File: src/rtl/router_src_ctrl_if.sv
// ----------------------------------------------------------------------------
// router_src_ctrl_if
// Source-side bus of the 1x3 router ingress.
//   pkt_valid : source -> router, high on header/payload, low on parity byte
//   data_in   : source -> router, packet byte
//   busy      : router -> source, hold data_in/pkt_valid while high
//   err       : router -> source, result of the last checked packet
// master = packet source, slave = router_src_ctrl.
// ----------------------------------------------------------------------------
interface router_src_ctrl_if;
  logic       pkt_valid;
  logic [7:0] data_in;
  logic       busy;
  logic       err;

  modport master (output pkt_valid, output data_in, input busy, input err);
  modport slave  (input pkt_valid, input data_in, output busy, output err);
endinterface

File: src/rtl/router_src_ctrl.sv
// ----------------------------------------------------------------------------
// router_src_ctrl
// Ingress controller of the 1x3 router. Decodes the destination from each
// packet header and steers header, payload and parity bytes into one of three
// output FIFOs. The source is back-pressured while the target FIFO is full or
// a packet check is in progress. Length and parity are checked per packet,
// and packet/error statistics are kept in saturating counters.
// Ports:
//   clk        : system clock, all state on posedge
//   resetn     : asynchronous active-low reset
//   src        : source bus (pkt_valid, data_in, busy, err), slave side
//   fifo_full  : full flag per output FIFO
//   fifo_wr_en : one-hot FIFO write strobe (combinational)
//   fifo_din   : byte to FIFO (combinational, 0 when not writing)
//   pkt_done   : one-cycle pulse when a packet check completes
//   pkt_cnt    : packets completed, saturating
//   err_cnt    : packets flagged with err, saturating
// ----------------------------------------------------------------------------
module router_src_ctrl #(
  parameter int CNT_W    = 16,
  parameter int NUM_DEST = 3
) (
  input  logic                clk,
  input  logic                resetn,
  router_src_ctrl_if.slave    src,
  input  logic [NUM_DEST-1:0] fifo_full,
  output logic [NUM_DEST-1:0] fifo_wr_en,
  output logic [7:0]          fifo_din,
  output logic                pkt_done,
  output logic [CNT_W-1:0]    pkt_cnt,
  output logic [CNT_W-1:0]    err_cnt
);

  typedef enum logic [1:0] {
    IDLE    = 2'd0,
    PAYLOAD = 2'd1,
    CHECK   = 2'd2
  } state_t;

  localparam logic [1:0] DEST_INVALID = 2'd3;

  state_t     state;
  logic [1:0] dest_reg;
  logic [5:0] len_reg;
  logic       drop_reg;
  logic [7:0] parity_acc;
  logic [6:0] pay_cnt;
  logic       parity_ok;
  logic       len_ok;
  logic       err_q;

  logic [1:0] hdr_dest;
  logic       hdr_full;
  logic       pay_full;
  logic       busy_c;
  logic       accept;
  logic [1:0] wr_dest;
  logic       wr_ok;
  logic       chk_err;

  assign hdr_dest = src.data_in[1:0];
  assign chk_err  = !parity_ok || !len_ok || drop_reg;

  // NOTE: every signal written here gets a default first, so no latch is inferred.
  always_comb begin
    hdr_full   = 1'b0;
    pay_full   = 1'b0;
    busy_c     = 1'b0;
    wr_dest    = dest_reg;
    wr_ok      = !drop_reg;
    fifo_wr_en = '0;

    // Full flag of the header's / latched destination; address 3 never matches.
    for (int i = 0; i < NUM_DEST; i++) begin
      hdr_full = hdr_full | (fifo_full[i] && (hdr_dest == 2'(i)));
      pay_full = pay_full | (fifo_full[i] && (dest_reg == 2'(i)));
    end

    unique case (state)
      IDLE:    busy_c = src.pkt_valid && hdr_full;
      PAYLOAD: busy_c = pay_full && !drop_reg;
      CHECK:   busy_c = 1'b1;
      default: busy_c = 1'b0;
    endcase

    // While reset is asserted nothing is accepted and the source is not stalled.
    busy_c = busy_c && resetn;
    accept = resetn && !busy_c &&
             (((state == IDLE) && src.pkt_valid) || (state == PAYLOAD));

    // In IDLE the byte is the header itself, so the destination comes from data_in.
    if (state == IDLE) begin
      wr_dest = hdr_dest;
      wr_ok   = (hdr_dest != DEST_INVALID);
    end

    for (int i = 0; i < NUM_DEST; i++)
      fifo_wr_en[i] = accept && wr_ok && (wr_dest == 2'(i));

    fifo_din = (|fifo_wr_en) ? src.data_in : 8'h00;
  end

  assign src.busy = busy_c;
  assign src.err  = err_q;

  // NOTE: sequential state uses non-blocking assignments only, so every reader sees pre-edge values.
  always_ff @(posedge clk or negedge resetn) begin
    if (!resetn) begin
      state      <= IDLE;
      dest_reg   <= 2'd0;
      len_reg    <= 6'd0;
      drop_reg   <= 1'b0;
      parity_acc <= 8'h00;
      pay_cnt    <= 7'd0;
      parity_ok  <= 1'b0;
      len_ok     <= 1'b0;
      err_q      <= 1'b0;
      pkt_done   <= 1'b0;
      pkt_cnt    <= '0;
      err_cnt    <= '0;
    end else begin
      pkt_done <= 1'b0;
      unique case (state)
        IDLE: begin
          if (accept) begin
            dest_reg   <= hdr_dest;
            len_reg    <= src.data_in[7:2];
            drop_reg   <= (hdr_dest == DEST_INVALID);
            parity_acc <= src.data_in;
            pay_cnt    <= 7'd0;
            err_q      <= 1'b0;
            state      <= PAYLOAD;
          end
        end
        PAYLOAD: begin
          if (accept) begin
            if (src.pkt_valid) begin
              parity_acc <= parity_acc ^ src.data_in;
              if (pay_cnt != 7'h7f) pay_cnt <= pay_cnt + 7'd1;
            end else begin
              // pkt_valid low marks the parity byte: capture both checks now.
              parity_ok <= (parity_acc == src.data_in);
              len_ok    <= (pay_cnt == {1'b0, len_reg});
              state     <= CHECK;
            end
          end
        end
        CHECK: begin
          err_q    <= chk_err;
          pkt_done <= 1'b1;
          if (pkt_cnt != '1) pkt_cnt <= pkt_cnt + 1'b1;
          if (chk_err && (err_cnt != '1)) err_cnt <= err_cnt + 1'b1;
          state    <= IDLE;
        end
        default: state <= IDLE;
      endcase
    end
  end

endmodule
File: src/flat_wrapper.sv
// flat-port wrapper written by rule: the top's interface ports become plain ports
module router_src_ctrl_flat 
#(
  parameter int CNT_W    = 16,
  parameter int NUM_DEST = 3
)
  (clk, resetn, fifo_full, fifo_wr_en, fifo_din, pkt_done, pkt_cnt, err_cnt, src_pkt_valid, src_data_in, src_busy, src_err);
  router_src_ctrl_if src_i ();
  input  logic clk;
  input  logic resetn;
  input  logic [NUM_DEST-1:0] fifo_full;
  output logic [NUM_DEST-1:0] fifo_wr_en;
  output logic [7:0] fifo_din;
  output logic pkt_done;
  output logic [CNT_W-1:0] pkt_cnt;
  output logic [CNT_W-1:0] err_cnt;
  input wire logic [$bits(src_i.pkt_valid)-1:0] src_pkt_valid;
  input wire logic [$bits(src_i.data_in)-1:0] src_data_in;
  output wire logic [$bits(src_i.busy)-1:0] src_busy;
  output wire logic [$bits(src_i.err)-1:0] src_err;
  assign src_i.pkt_valid = src_pkt_valid;
  assign src_i.data_in = src_data_in;
  assign src_busy = src_i.busy;
  assign src_err = src_i.err;
  router_src_ctrl #(.CNT_W(CNT_W), .NUM_DEST(NUM_DEST)) u_core (.clk(clk), .resetn(resetn), .src(src_i), .fifo_full(fifo_full), .fifo_wr_en(fifo_wr_en), .fifo_din(fifo_din), .pkt_done(pkt_done), .pkt_cnt(pkt_cnt), .err_cnt(err_cnt));
endmodule
File: config.mk
export PLATFORM = sky130hd
export DESIGN_NAME = router_src_ctrl_flat
export DESIGN_NICKNAME = d
export VERILOG_FILES = /design/src/rtl/router_src_ctrl_if.sv /design/src/rtl/router_src_ctrl.sv /design/src/flat_wrapper.sv
export SDC_FILE = /design/constraint.sdc
export NUM_CORES = 1
export LEC_CHECK = 0
export ABC_AREA = 1
export ABC_CLOCK_PERIOD_IN_PS = 1900
export CORE_MARGIN = 2
export CORE_UTILIZATION = 53
export CTS_CLUSTER_DIAMETER = 200
export DETAILED_ROUTE_END_ITERATION = 6
export PLACE_DENSITY = 0.78
export RECOVER_POWER = 100
export SYNTH_ARGS = -nofsm -noshare
export SYNTH_HDL_FRONTEND = slang
export SYNTH_SLANG_ARGS = --single-unit
File: constraint.sdc
create_clock -name clk -period 1.9 [get_ports clk]
set_input_delay 0.38 -clock clk [delete_from_list [all_inputs] [get_ports clk]]
set_output_delay 0.38 -clock clk [all_outputs]
set_load 0.1 [all_outputs]
Word level (Yosys, flattened, before mapping) --
Cells that the tools add are included.
Word-level totals: output and inout port bits 46, input port bits 14, register bits 62, logic and storage cells 100
Cells by class: equal/unequal tests 20, bitwise operators 6, reductions and logical operators 39, mux-type cells 20, add/subtract/negate cells 3
Operator list (number):
- adder 16 x 1 -> 16 bit, second input constant | 2
- 2-to-1 mux 8 bit | 4
- != test 16 bit, second input constant | 2
- 2-to-1 mux 7 bit | 4
- logical AND 1 bit | 17
- one-hot mux 8 bit (2 select lines) | 1
- one-hot mux 7 bit (2 select lines) | 1
- equality test 2 bit, second input constant | 5
- equality test 2 x 1 -> 1 bit, second input constant | 4
- equality test 8 bit | 1
- logical NOT 2 bit | 4
- 2-to-1 mux 2 bit | 4
- != test 2 bit, second input constant | 4
- AND reduction 2 bit | 4
- bitwise XOR 8 bit | 1
- adder 7 x 1 -> 7 bit, second input constant | 1
- equality test 7 x 6 -> 1 bit | 1
- != test 7 bit, second input constant | 1
- AND reduction 3 bit | 2
- AND reduction 5 bit | 1
- logical NOT 1 bit | 4
- != test 2 x 1 -> 1 bit, second input constant | 2
- OR 1 bit | 4
- one-hot mux 2 bit (2 select lines) | 1
- 8 further kinds | 13

Logic depth before layout (Yosys ltp) --
depth in word-level cells 14, depth in mapped cells 12, depth with buffers taken out 11

Worst setup path before layout --
No wires, ideal clock.
path kind flip-flop to output port, start register u_core.state[1], end output port fifo_wr_en[0], required time 1520 ps, data arrival time 3229 ps, slack -1709 ps, cell stages (with the launch flop) 8, path buffers 0, cells stage by stage dfrtp_1 -> nand2_1 -> clkinv_1 -> nor2_2 -> nand2_1 -> nor2_4 -> nand3_1 -> nor3_1
On the way: word-level cells in the longest chain between the ends 8, elaborated cells on any way between the ends 15, those cells by class eq/ne (2); mux (3); reduce/logical (10)
Ends and longest elaborated chain:
- start: declaration | line router_src_ctrl.sv:42 | state_t state;
- start signal: assignment | line router_src_ctrl.sv:109 | state <= IDLE;
- start signal: assignment | line router_src_ctrl.sv:132 | state <= PAYLOAD;
- start signal: assignment | line router_src_ctrl.sv:144 | state <= CHECK;
- equality test 2 bit (tied with other cells) | line router_src_ctrl.sv:79 | unique case (state)
- one-hot mux 1 bit (3 select lines) | line router_src_ctrl.sv:79
- logical AND 1 bit | line router_src_ctrl.sv:87 | busy_c = busy_c && resetn;
- logical NOT 1 bit | line router_src_ctrl.sv:88 | accept = resetn && !busy_c &&
- logical AND 1 bit (2 in a row) | line router_src_ctrl.sv:88
- logical AND 1 bit | line router_src_ctrl.sv:98 | fifo_wr_en[i] = accept && wr_ok && (wr_dest == 2'(i));
- logical AND 1 bit * | line router_src_ctrl.sv:98
- end: declaration | line flat_wrapper.sv:12 | output logic [NUM_DEST-1:0] fifo_wr_en;
Every way passes the cells marked *; elsewhere a longest branch is shown, timed or not.

Worst setup path in the final report --
start register u_core.state[1], end output port fifo_din[5]
On the way: word-level cells in the longest chain between the ends 10, elaborated cells on any way between the ends 21, those cells by class eq/ne (4); mux (4); reduce/logical (13)
Ends and longest elaborated chain:
- equality test 2 bit (tied with other cells) | line router_src_ctrl.sv:79
- one-hot mux 1 bit (3 select lines) | line router_src_ctrl.sv:79
- logical AND 1 bit | line router_src_ctrl.sv:87
- logical NOT 1 bit | line router_src_ctrl.sv:88
- logical AND 1 bit (2 in a row) | line router_src_ctrl.sv:88
- logical AND 1 bit (2 in a row) | line router_src_ctrl.sv:98
- OR reduction 3 bit * | line router_src_ctrl.sv:100 | fifo_din = (|fifo_wr_en) ? src.data_in : 8'h00;
- 2-to-1 mux 8 bit * | line router_src_ctrl.sv:100
- end: declaration | line flat_wrapper.sv:13 | output logic [7:0] fifo_din;
Marks and branches as above.

==> run summary <==
Leading area contributor after synthesis - dfrtp_1
Leak - 2.37 nW
Clock Sinks - 62
Clock buffer count from CTS - 9
Max cap viols - 0
Final TNS setup - -5.44 ns
GPL Wtd Cong - 0.896
Syn_nets - 477
Cts hold-fix bufs - 0
RSZ-0062 raised after global routing - true
HPWL after DPL - 6800 um
Worst Path Buf+Inv - 4
Largest regs - u_core.err_cnt: 16 flops, u_core.pkt_cnt: 16 flops, u_core.parity_acc: 8 flops
Hold Slack - 0.506 ns
Worst Setup SP - u_core.state[1]$_DFFE_PN0P_
Site row count - 29
Share of layout cells above drive strength 1 - 26.9%
Pin count of the biggest net entering global routing - 63
Antenna-violating nets left - 0
Critical Path Slowest Stage Cell - dfrtp_2
N_diodes - 0
Final setup violating endpoints - 14
Yosys cell types - 29
Layout area overhead - 42.8%
Initial antenna violation count - 0
Vias in the first global route - 3476
Total gr overflow - 0
Period utilization - 126%
I/O Buffers - 59
First-pass DRT Iterations - 6
Max-slew violation count - 0
#FFs+latches synth - 62
Clock Skew - 0.00641 ns
Worst path cell trace - inv_2 > nand2_2 > buf_4 > nand2_1 > o21ai_1 > nand2_1 > nand4_4 > buf_12 > nor2_4 > buf_12
Slew at the pin with the worst max-slew slack - 1.39 ns
Die Ht - 86.0 um
Worst-Skew Late Latency - 0.34 ns
CP max FO - 8
Die width - 86.0 um
Clock Path Buffers - 2
CP Launch Type - flop
Hold Crit Start - u_core.parity_ok$_DFFE_PN0P_
WS Path Type - flop to output port
Placed Cells - 624
DRT iter0 DRCs - 298
Synthesis Warnings - 0
Vias - 3561
Hold Vio Cnt, Final - 0
I/O Pins - 60
H-tree level count - 3
Synth top area cells - dfrtp_1 (44%), nand2_1 (12%), xor2_1 (8.4%)
Via density - 5.55
Core area - 6420 um^2
Relative slew slack - 7.37%
Largest delay share family, worst path - buffers and inverters
Syn_area_per_cell - 7.74 um^2
Failing checks - negative setup slack
Final Critical Period - 2.39 ns
Clock transition at the registers of the reported paths - 0.07 ns
Hold WC Path Type - flop to flop
Drt total wl - 9690 um
Nets - 577
Drt wl/cell - 15.1 um
Worst R2R Start - u_core.state[1]$_DFFE_PN0P_
Global-route wire length before repair - 16000 um
Status - finished with violations
Worst path max stage delay - 0.47 ns
Gate Count Post-Synth - 460
Worst Setup End Kind - output port
Power density cells - 1240 nW/um^2
Layout Cells excl Fill - 642
Sequential area share after synthesis - 43.6%
Worst vdd ir - 1.15 mV
Worst EP arrival - 2.01 ns
CTS root buf - clkbuf_8
Initial Utilization - 55.4%
Worst setup margin - -0.488 ns
Die Footprint - 7390 um^2
GRT Total Usage - 27.4%
Most frequent cells in the layout - nand2_1 (114), dfrtp_1 (54), inv_1 (46)
Max Freq - 0.419 GHz
Synthesized cell area - 3560 um^2
TritonCTS clock tree - done
Remaining DRCs - 0
Share of Yosys cell area claimed by the top area cell type - 43.6%
Most common cell after layout, fill and taps aside - nand2_1
Req. time, crit path - 1.52 ns
-- worst paths after layout --
kind                                                 end  slack, ns  cells after the start
hold / removal              u_core.parity_ok$_DFFE_PN0P_       0.51                      2
min in group asynchronous     u_core.src.err$_DFFE_PN0P_       0.58                      2
max in group asynchronous  u_core.err_cnt[9]$_DFFE_PN0P_       0.32                      2
hold reg to reg             u_core.parity_ok$_DFFE_PN0P_       0.51                      2
setup / recovery                             fifo_din[5]      -0.49                     10
setup reg to reg             u_core.drop_reg$_DFFE_PN0P_      -0.04                     12
-- cell families after synthesis --
kind of cell	after synthesis	synth area share, %
AOI/OAI and AO/OA	59	9.49
and+or+nand+nor	235	28.7
DFF	62	43.6
adders and majority gates	3	1.05
xor gates and xnor gates	41	10.1
buffers and inverters	60	7.13
-- timing repair --
action / CTS / global route
pin swaps: 10 / 5
endpoints found under the setup margin: 12 / 31
buffers inserted: 2 / 2
gates resized for setup: 10 / 7
-- metal layers --
metal  share of wire [%]  vias up  GRT usage, %
met1                  40     1710          34.2
li1                    -     1681             -
met3                 5.4       29          4.04
met2                  51      141          46.9
met5                   0        -             0
met4                 3.1        0          12.7
-- worst register-to-register path: stages (launching register included) --
cell     delay, ns
dfrtp_2       0.47
inv_2         0.08
nand2_2       0.08
nor2_1        0.19
nand2_2       0.10
nand2_2       0.09
nor2_4        0.05
buf_12        0.13
buf_4         0.15
nand2_1       0.15
buf_4         0.18
nand2_1       0.08
o21ai_1       0.11
-- metrics by stage --
step                total power [mW]  setup slack (ns)  util (%)  area [um^2]
global placement                5.23            -0.503      80.0         5130
detailed placement              5.34            -0.586      80.0         5130
floorplan                       4.07            -0.526         -         3740
CTS                             6.44            -0.433      83.1         5340
finish                          6.32            -0.488      79.2         5080
global route                    6.67            -0.573      79.2         5080
-- synth_stat cells (all sizes together) --
cell	count
nor3	12
nor4	3
o21a	1
o31ai	1
a31oi	2
o21ai	41
nand2	121
nand3	31
a21oi	14
xnor2	7
nor2	57
nand4	10
buf	8
ha	3
dfrtp	62
nand3b	1
clkinv	1
inv	51
xor2	34
-- layout make-up --
class | instances | area [um^2]
inverters | 52 | 198
flip-flops and latches | 62 | 1570
clock inverters | 3 | 20.0
multi-input cells | 338 | 1910
fillers | 407 | 1340
repair buffers | 97 | 1130
well taps | 77 | 96.3
clock buffers | 13 | 149
-- report_power, final --
part           switching (mW)  total (mW)  internal, mW  leakage [nW]
clock                   0.516        1.02         0.508        0.0796
sequential              0.274        1.90          1.63         0.818
combinational            2.23        3.40          1.17          1.47
total                    3.02        6.32          3.30          2.37
Power figures use the tool's default switching activity.
